`src/rtl/rr_arb8_enc_if.sv`:
```
// Request/grant bundle between eight requesters and the round-robin arbiter.
// The arbiter sits on the slave side, and the requesters or the bench sit on the master side.
interface rr_arb8_enc_if;
  logic [7:0] req;
  logic       done;
  logic [2:0] gnt_idx;
  logic       gnt_vld;
  logic       timeout;
  logic [2:0] ptr;

  modport master (output req, done, input gnt_idx, gnt_vld, timeout, ptr);
  modport slave  (input req, done, output gnt_idx, gnt_vld, timeout, ptr);
endinterface

```
`src/rtl/rr_arb8_enc.sv`:
```
// Registered 8-way round-robin arbiter with a hold limit.
// It emits an encoded winner index and an enable bit for a downstream 3-to-8 decoder.
module rr_arb8_enc #(
  parameter int MAX_HOLD = 16
) (
  input  logic          clk,
  input  logic          rst_n,
  rr_arb8_enc_if.slave  bus
);
  typedef enum logic {IDLE, GRANT} state_t;

  state_t     state_q, state_d;
  logic [2:0] idx_q, idx_d;
  logic [2:0] ptr_q, ptr_d;
  logic       vld_q, vld_d;
  logic       to_q, to_d;
  logic [7:0] hold_q, hold_d;
  logic [2:0] win;
  logic       rel;

  // First requester at or after ptr. The loop scans downward, so the nearest match is written last and wins.
  always_comb begin
    win = ptr_q;
    for (int i = 7; i >= 0; i--)
      if (bus.req[ptr_q + 3'(i)]) win = ptr_q + 3'(i);
  end

  always_comb begin
    state_d = state_q;
    idx_d   = idx_q;
    ptr_d   = ptr_q;
    vld_d   = vld_q;
    to_d    = 1'b0;
    hold_d  = hold_q;
    rel     = 1'b0;
    case (state_q)
      IDLE: begin
        vld_d = 1'b0;
        if (|bus.req) begin
          idx_d   = win;
          vld_d   = 1'b1;
          hold_d  = 8'd1;
          state_d = GRANT;
        end
      end
      GRANT: begin
        // A normal release takes priority over the hold limit, so done at the limit does not time out.
        if (bus.done || !bus.req[idx_q]) begin
          rel = 1'b1;
        end else if (hold_q == 8'(MAX_HOLD)) begin
          rel  = 1'b1;
          to_d = 1'b1;
        end else begin
          hold_d = hold_q + 8'd1;
        end
        if (rel) begin
          vld_d   = 1'b0;
          ptr_d   = idx_q + 3'd1;
          hold_d  = 8'd0;
          state_d = IDLE;
        end
      end
      default: state_d = IDLE;
    endcase
  end

  always_ff @(posedge clk) begin
    if (!rst_n) begin
      state_q <= IDLE;
      idx_q   <= 3'd0;
      ptr_q   <= 3'd0;
      vld_q   <= 1'b0;
      to_q    <= 1'b0;
      hold_q  <= 8'd0;
    end else begin
      state_q <= state_d;
      idx_q   <= idx_d;
      ptr_q   <= ptr_d;
      vld_q   <= vld_d;
      to_q    <= to_d;
      hold_q  <= hold_d;
    end
  end

  assign bus.gnt_idx = idx_q;
  assign bus.gnt_vld = vld_q;
  assign bus.timeout = to_q;
  assign bus.ptr     = ptr_q;
endmodule

```
`src/flat_wrapper.sv`:
```
// flat-port wrapper written by rule: the top's interface ports become plain ports
module rr_arb8_enc_flat 
#(
  parameter int MAX_HOLD = 16
)
  (clk, rst_n, bus_req, bus_done, bus_gnt_idx, bus_gnt_vld, bus_timeout, bus_ptr);
  rr_arb8_enc_if bus_i ();
  input  logic clk;
  input  logic rst_n;
  input wire logic [$bits(bus_i.req)-1:0] bus_req;
  input wire logic [$bits(bus_i.done)-1:0] bus_done;
  output wire logic [$bits(bus_i.gnt_idx)-1:0] bus_gnt_idx;
  output wire logic [$bits(bus_i.gnt_vld)-1:0] bus_gnt_vld;
  output wire logic [$bits(bus_i.timeout)-1:0] bus_timeout;
  output wire logic [$bits(bus_i.ptr)-1:0] bus_ptr;
  assign bus_i.req = bus_req;
  assign bus_i.done = bus_done;
  assign bus_gnt_idx = bus_i.gnt_idx;
  assign bus_gnt_vld = bus_i.gnt_vld;
  assign bus_timeout = bus_i.timeout;
  assign bus_ptr = bus_i.ptr;
  rr_arb8_enc #(.MAX_HOLD(MAX_HOLD)) u_core (.clk(clk), .rst_n(rst_n), .bus(bus_i));
endmodule
```
`config.mk`:
```
export PLATFORM = sky130hd
export DESIGN_NAME = rr_arb8_enc_flat
export DESIGN_NICKNAME = d
export VERILOG_FILES = /design/src/rtl/rr_arb8_enc_if.sv /design/src/rtl/rr_arb8_enc.sv /design/src/flat_wrapper.sv
export SDC_FILE = /design/constraint.sdc
export NUM_CORES = 1
export LEC_CHECK = 0
export ABC_AREA = 1
export BUFFER_PORTS_ARGS = -buffer_cell sky130_fd_sc_hd__buf_2
export CAP_MARGIN = 0
export CORE_MARGIN = 5
export CORE_UTILIZATION = 60
export DETAILED_ROUTE_END_ITERATION = 10
export GPL_ROUTABILITY_DRIVEN = 1
export PLACE_DENSITY = 0.82
export SYNTH_ARGS = -nofsm -noshare
export SYNTH_HDL_FRONTEND = slang
export SYNTH_SLANG_ARGS = --single-unit
```
`constraint.sdc`:
```
create_clock -name clk -period 5.32 [get_ports clk]
set_input_delay 0.798 -clock clk [delete_from_list [all_inputs] [get_ports clk]]
set_output_delay 0.798 -clock clk [all_outputs]
set_load 0.05 [all_outputs]
```
Word-level counts from Yosys, hierarchy flattened
Cells that the tools add are included.
{ "word_totals": {"input_bits": 11, "out_inout_bits": 8, "regBits": 17} }
{ "op_classes": {"n_bitwise": 2, "reduce_logical": 7, "addsub": 9, "magnitude_cmp": 9, "n_mux": 39, "eq_ne": 5} }
{ "ops": {"columns": ["operator", "n"], "rows": [
  ["$lt A3 B4 Y1 const B", 9],
  ["$mux W8", 4],
  ["$bmux W1 S3", 9],
  ["$mux W3", 8],
  ["$pmux W8 S2", 1],
  ["$mux W1", 15],
  ["$add A3 B3 Y3 const B", 4],
  ["$add A8 B1 Y8 const B", 1],
  ["$eq A8 B5 Y1 const B", 1],
  ["$reduce_or A8 Y1", 1],
  ["$add A3 B1 Y3 const B", 2],
  ["$add A3 B2 Y3 const B", 2],
  ["$ne A3 B3 Y1 const B", 2],
  ["$pmux W1 S2", 2],
  ["$reduce_and A2 Y1", 2],
  ["$reduce_and A3 Y1", 1],
  ["$reduce_or A3 Y1", 1],
  ["$ne A2 B1 Y1 const B", 1],
  ["$ne A2 B2 Y1 const B", 1],
  ["$not A1 Y1", 2],
  ["$logic_not A1 Y1", 1],
  ["$logic_or A1 B1 Y1", 1]
]} }

Depth between registers and ports, before layout
Gate-level depths: netlist of the first run.
{ "depth": {"depth_word": 11, "depth_mapped": 20, "depth_no_buf": 18} }

Worst setup path before layout of the first run
OpenSTA, ideal clock, no wires.
{ "synth_timing": {"path_type": "reg-to-reg", "startpoint": "register u_core.ptr_q[0], in the netlist u_core.bus.ptr[0]", "endpoint": "register u_core.idx_q[0], in the netlist u_core.bus.gnt_idx[0]", "path_stages_with_launch": 19, "required_ns": 5.202, "setup_slack_ns": 2.917, "arrival_ns": 2.285, "cell_sequence": "dfxtp_1 buf_6 inv_6 buf_12 ha_1 inv_1 nand3_1 nand3_2 nand2_2 nand2_1 nand2_1 nand2_1 nand2_1 nand2_1 nand2_1 nand3_1 nand2_1 nor2_1 nor2_1"} }
{ "synth_between": {"elab_chain_cells": 11, "elab_cells_between_ends": 31, "cone_classes": "7 x add/sub; 24 x mux"} }
{ "synth_rtl": {"columns": ["element", "line_no", "rtl"], "rows": [
  ["from (decl)", "rr_arb8_enc.sv:14", "logic [2:0] ptr_q, ptr_d;"],
  ["from (signal assigned)", "rr_arb8_enc.sv:78", "ptr_q <= ptr_d;"],
  ["$add A3 B3 Y3", "rr_arb8_enc.sv:25", "if (bus.req[ptr_q + 3'(i)]) win = ptr_q + 3'(i);"],
  ["$bmux W1 S3", "rr_arb8_enc.sv:25", null],
  ["$mux W1 (implied by the code)", "rr_arb8_enc.sv:25", null],
  ["$mux W3 (7 in series)", "rr_arb8_enc.sv:25", null],
  ["$mux W3 (*)", "rr_arb8_enc.sv:25", null],
  ["to (signal assigned)", "rr_arb8_enc.sv:77", "idx_q <= idx_d;"],
  ["to (decl)", "rr_arb8_enc.sv:13", "logic [2:0] idx_q, idx_d;"]
]} }
Mark *: on every way between the ends. The rest lies on a longest branch, timed or not. The select of a mux whose other input is x is not followed.
A chain may end at the register's enable or synchronous reset.

Worst setup path after layout of the first run
{ "layout_timing": {"startpoint": "register u_core.ptr_q[1], in the netlist u_core.bus.ptr[1]", "endpoint": "register u_core.idx_q[0], in the netlist u_core.bus.gnt_idx[0]"} }
Same word-level chain as after synthesis.

==> flow_summary.toml, run 1 <==
[logic_synthesis]
synth.avg_cell_area_um2 = 6.283
synth_cell_types = 30
yosysWarnings = 0
ys_ff_latch = 17
synthesis.nets = 251
synth_area_mm2 = 0.001476
yosysSeqAreaShare = 0.2305
synthCells = 235

[layout]
n_fill_cell = 238
syn_to_final_growth_pct = 7.034
fin_area_mm2 = 0.001580
antenna_cells = 0
drive_gt1_frac = 0.1818
register_area_um2 = 340.3
fin_cells = 283
nets = 270
multi_input_area_um2 = 964.7

[setup_path]
path_max_fanout = 12
reg2reg_setup_slack_ns = 2.94
end_kind = "register"
worstRegToRegCells = 16
crit_type = "register to register"
start_kind = "register"
crit_arrival_ns = 2.57
required_ns = 5.51

[sta]
fin_ws_ns = 2.940
hold_viol_final = 0
skew_ns = 0.006228
rsz0062_at_grt = "no"
relSlewSlack = 0.7029
post-route-period-util = 0.4474
tightestPinTransition_ns = 0.4450
maxSlewViolCount = 0
fmax_ghz = 0.4202
layout_min_cycle_time_ns = 2.380
setup_tns_ns = 0
finalSetupViolCount = 0

[drt]
firstDrtPassIters = 5
drtIter0Drc = 72
ant_nets = 0
via_count = 1572
routed_wirelength_um = 3496
viasPerCell = 5.555
drc = 0
wl_per_cell_um = 12.35

[clock_tree]
cts_inserted_buffers = 3
clockBufferDepth = 2
ctsHoldBuffers = 0
tritoncts = "done"
cts_num_sinks = 17
cts_resized = 0
clk_pin_slew_ns = 0.10
htree_levels = 1
insertion_delay_ns = 0.29
cts_setup_buffers = 0
cts-root-buf = "clkbuf_4"

[placed_design]
pre_cts_ws_ns = 2.949
post_dp_cell_area_mm2 = 0.001554
io_buffers = 18
place.gp.congestion = 0.9213
dp.cells = 279
place_hpwl_um = 2816

[outcome]
status = "complete, no violations"

[die]
die_h_um = 59.61
start_util = 0.6127
die_w_um = 59.61
coreArea_mm2 = 0.002410
rows = 18
io_pins = 19
die_area_mm2 = 0.003553

[grt]
grt_max_degree = 13
grt-ovfl-total = 0
track_usage = 0.2177
antenna_found_initial = 0
grt_pass1_vias = 1357
grt_pass1_wl_um = 5982

[power_and_ir_drop]
power.density_mw_per_mm2 = 435.2
leakage_nw = 0.7756
totalPowerFinal_uw = 687.7
peakVddDrop_v = 0.0003054

[min_path]
hold_path_class = "register to register"
hold_depth = 2

[job]
cap_violations = 0
[power by group]
part	internal [mW]	switching (mW)
Sequential	0.144	0.0337
Clock	0.0291	0.0384
Combinational	0.144	0.298
[worst paths after layout]
kind | from | endpoint
hold / removal | u_core.bus.gnt_vld$_SDFFE_PN0P_ | u_core.bus.gnt_vld$_SDFFE_PN0P_
setup / recovery | u_core.bus.ptr[1]$_SDFFE_PN0P_ | u_core.bus.gnt_idx[0]$_SDFFE_PN0P_
setup reg to reg | u_core.bus.ptr[1]$_SDFFE_PN0P_ | u_core.bus.gnt_idx[0]$_SDFFE_PN0P_
hold reg to reg | u_core.bus.gnt_vld$_SDFFE_PN0P_ | u_core.bus.gnt_vld$_SDFFE_PN0P_
[per-layer routing]
metal / global-route usage / routed length [um] / up-vias
li1: - / - / 823
met1: 0.3187 / 1678 / 686
met2: 0.3276 / 1544 / 55
met3: 0.02614 / 204 / 8
met4: 0.07595 / 69 / 0
met5: 0 / 0 / -
[Yosys cell counts]
library cell | number | area [um2]
nand2_1 | 59 | 221.5
nand3_1 | 34 | 170.2
inv_1 | 24 | 90.09
a21oi_1 | 21 | 105.1
dfxtp_1 | 17 | 340.3
o21ai_0 | 13 | 65.06
nor2_1 | 12 | 45.04
nand3_2 | 8 | 80.08
nand2_2 | 7 | 43.79
ha_1 | 5 | 62.56
inv_2 | 5 | 18.77
nor4_1 | 4 | 25.02
nand4_1 | 3 | 18.77
nor3_1 | 3 | 15.01
xor2_1 | 3 | 26.28
buf_6 | 2 | 22.52
xnor2_1 | 2 | 17.52
a211oi_1 | 1 | 7.510
a21oi_2 | 1 | 8.760
a31oi_1 | 1 | 6.260
and3_1 | 1 | 6.260
buf_12 | 1 | 20.02
buf_4 | 1 | 7.510
clkinv_1 | 1 | 3.750
inv_6 | 1 | 8.760
nor2_2 | 1 | 6.260
nor3_2 | 1 | 10.01
nor3b_1 | 1 | 7.510
o211a_1 | 1 | 10.01
or2_2 | 1 | 6.260
[placed cells by master (no fill, tap or decap), drive strengths merged, types with 4 or more instances in the layout]
cell type,n
clkbuf,4
buf,18
nand2,66
nor4,4
nor2,13
a21oi,22
nand3,42
nor3,4
o21ai,13
inv,30
ha,5
dfxtp,17
[through the flow]
step | hold slack [ns] | utilization
finish | 0.4724 | 0.6558
global route | 0.5297 | 0.6558
CTS | 0.4744 | 0.6558
detailed placement | 0.4567 | 0.6449
global placement | 0.4547 | 0.6449
floorplan | 0.4455 | -
[state kept, by name (all words and copies together) (netlist names)]
| name | flops |
|---|---|
| u_core.bus.gnt_vld | 1 |
| u_core.bus.timeout | 1 |
| u_core.bus.gnt_idx | 3 |
| u_core.state_q | 1 |
| u_core.bus.ptr | 3 |
| u_core.hold_q | 8 |
[cell families (layout without fill, tap and decap cells)]
| family | Yosys count | after routing | share of synthesized area |
|---|---|---|---|
| simple gates | 135 | 135 | 0.4441 |
| buf+inv | 35 | 53 | 0.1161 |
| compound gates | 38 | 38 | 0.1373 |
| xor+xnor | 5 | 5 | 0.02967 |
| flops | 17 | 17 | 0.2305 |
| fa+ha+maj | 5 | 5 | 0.04237 |
[worst max-delay path: stages (launching register included)]
cell	delay, ns
dfxtp_1	0.60
inv_2	0.16
ha_1	0.42
inv_1	0.21
nand3_1	0.15
nand3_2	0.11
nand2_2	0.06
nand2_1	0.06
nand2_1	0.05
nand2_1	0.05
nand2_1	0.05
nand2_1	0.05
nand2_1	0.06
nand3_1	0.07
nand2_1	0.05
nor2_1	0.09
nor2_1	0.04
[cell type report]
type / instances / area share
clock buffer: 4 / 0.01663
sequential: 17 / 0.2154
tap: 30 / 0.02375
timing repair buffer: 18 / 0.05701
multi-input combinational: 183 / 0.6104
inverter: 31 / 0.07680
Power figures use the tool's default switching activity.
==> run 2, diff against run 1 <==
--- a/config.mk
+++ b/config.mk
@@ -9,10 +9,10 @@
 export BUFFER_PORTS_ARGS = -buffer_cell sky130_fd_sc_hd__buf_2
 export CAP_MARGIN = 0
 export CORE_MARGIN = 5
-export CORE_UTILIZATION = 60
+export CORE_UTILIZATION = 57
 export DETAILED_ROUTE_END_ITERATION = 10
 export GPL_ROUTABILITY_DRIVEN = 1
-export PLACE_DENSITY = 0.82
+export PLACE_DENSITY = 0.79
 export SYNTH_ARGS = -nofsm -noshare
 export SYNTH_HDL_FRONTEND = slang
 export SYNTH_SLANG_ARGS = --single-unit
==> constraint.sdc (replaced) <==
create_clock -name clk -period 2.21 [get_ports clk]
set_input_delay 0.3315 -clock clk [delete_from_list [all_inputs] [get_ports clk]]
set_output_delay 0.3315 -clock clk [all_outputs]
set_load 0.05 [all_outputs]
==> run 2 against run 1 <==
  * Critical path depth shrank 1
  * Register-to-register slack worse by 2.7 ns
  * Sequential share of layout area is essentially flat
  * Utilization shrank 0.83 points
  * Largest cell class unchanged
  * Die area grew 4.4%
  * Critical path type unchanged
  * Non-clock buffer count is 2 higher
==> flow_summary.toml, run 2 (synthesized netlist as in run 1, its figures left out) <==
[outcome]
status = "complete, no violations"

[setup_path]
end_kind = "register"
cpPeakStageDelay_ns = 0.43
crit_arrival_ns = 2.18
reg2reg_setup_slack_ns = 0.22
critPathTopFamily = "simple AND/OR/NAND/NOR gates"
start_kind = "register"
crit_chain = "inv_6 -> ha_2 -> inv_2 -> nand3_1 -> nand3_2 -> nand2_2 -> inv_1 -> nand2_1 -> nand2_1 -> nand2_1 -> nand2_1 -> nand2_1 -> a21oi_1 -> nor2_1 -> nor2_1"
crit_type = "register to register"
worst_path_max_delay_cell = "dfxtp_4"
cpMostUsedCell = "nand2_1"
required_ns = 2.40
path_max_fanout = 12
critPathBufInv = 3

[sta]
hold_viol_final = 0
layout_min_cycle_time_ns = 1.992
post-route-period-util = 0.9014
skew_ns = 0.002852
maxSlewViolCount = 0
setup_tns_ns = 0
finalSetupViolCount = 0
fmax_ghz = 0.5020
rsz0062_at_grt = "no"
relSlewSlack = 0.7444
tightestPinTransition_ns = 0.3829

[drt]
firstDrtPassIters = 4
viasPerCell = 5.446
drc = 0
via_count = 1552
ant_nets = 0
wl_per_cell_um = 12.45
drtIter0Drc = 125
routed_wirelength_um = 3548

[power_and_ir_drop]
swShare = 0.5402
totalPowerFinal_mw = 1.698
peakVddDrop_v = 0.0007167
leakage_nw = 0.7874
p_int_uw = 780.7
clkPwrFrac = 0.099
p_comb_frac = 0.657
power.switching_uw = 917.4
pwr-share-seq = 0.245
power.density_mw_per_mm2 = 1059

[layout]
syn_to_final_growth_pct = 8.644
mostFrequentLayoutCells = "nand2_1 (59), nand3_1 (34), inv_1 (23)"
antenna_cells = 0
largest_register_ffs = 8
drive_gt1_frac = 0.2078
nets = 272
layout_commonest_cell = "nand2_1"
largest-register = "u_core.hold_q"

[grt]
track_usage = 0.2130
grt_pass1_wl_um = 6016
grt-ovfl-total = 0
grt_pass1_vias = 1353
antenna_found_initial = 0
grt_max_degree = 13

[clock_tree]
cts_setup_buffers = 0
cts-root-buf = "clkbuf_4"
cts_resized = 0
clk_pin_slew_ns = 0.10
cts_num_sinks = 17
cts_inserted_buffers = 3
insertion_delay_ns = 0.29
htree_levels = 1
tritoncts = "done"
clockBufferDepth = 2
ctsHoldBuffers = 0

[min_path]
hold_path_class = "input pin to register"

[job]
cap_violations = 0

[die]
start_util = 0.5960
rows = 18
io_pins = 19
coreArea_mm2 = 0.002477
die_w_um = 60.90
die_h_um = 60.90
die_area_mm2 = 0.003708

[placed_design]
place_hpwl_um = 2821
place.gp.congestion = 0.8920
io_buffers = 18
==> run 2: routing by layer <==
layer / track usage / vias up / wire (um) / part of all wire
li1: - / 837 / - / -
met1: 0.3239 / 660 / 1783 / 0.50
met2: 0.3206 / 53 / 1560 / 0.44
met3: 0.02553 / 2 / 191 / 0.054
met4: 0.04644 / 0 / 13 / 0.0037
met5: 0 / - / 0 / 0
==> run 2: worst register-to-register path, cell delays in order, from the launching register on <==
cell and delay [ns]:
dfxtp_4 0.43, inv_6 0.08, ha_2 0.41, inv_2 0.09, nand3_1 0.13, nand3_2 0.10, nand2_2 0.11, inv_1 0.04
nand2_1 0.06, nand2_1 0.05, nand2_1 0.05, nand2_1 0.06, nand2_1 0.08, a21oi_1 0.07, nor2_1 0.10, nor2_1 0.05
==> run 2: final timing paths <==
kind / depth (start not counted) / startpoint / endpoint
max: 15 / u_core.bus.ptr[0]$_SDFFE_PN0P_ / u_core.bus.gnt_idx[0]$_SDFFE_PN0P_
max reg2reg: 15 / u_core.bus.ptr[0]$_SDFFE_PN0P_ / u_core.bus.gnt_idx[0]$_SDFFE_PN0P_
min: 3 / bus_done / u_core.bus.timeout$_SDFF_PP0_
min reg2reg: 2 / u_core.bus.gnt_vld$_SDFFE_PN0P_ / u_core.bus.gnt_vld$_SDFFE_PN0P_
==> run 2: cell type report <==
| type | instances | area [um2] |
|---|---|---|
| well taps | 30 | 37.54 |
| inverters | 31 | 121.4 |
| multi-input cells | 183 | 967.2 |
| repair buffers | 20 | 105.1 |
| flip-flops and latches | 17 | 345.3 |
| fillers | 263 | 873.3 |
| clock buffers | 3 | 22.52 |
| clock inverters | 1 | 5.005 |
==> run 2: power groups by stage <==
stage / sequential, mW / combinational [mW] / clock [mW]
after CTS: 0.416 / 1.10 / 0.173
final: 0.416 / 1.11 / 0.167
after global placement: 0.422 / 1.09 / 0
after floorplan: 0.508 / 0.814 / 0
after detailed placement: 0.423 / 1.09 / 0
after global routing: 0.426 / 1.25 / 0.191
==> run 2: stage by stage <==
stage                     setup WS [ns]    util  area (um2)  hold slack, ns  std cells
after floorplan                 0.05144       -        1481          0.4455        235
after global placement           0.1343  0.6354        1574          0.4528        281
after detailed placement         0.1257  0.6354        1574          0.4538        281
after CTS                        0.1032  0.6465        1602          0.3293        285
after global routing            0.03760  0.6475        1604          0.3255        285
final                            0.2179  0.6475        1604          0.3364        285
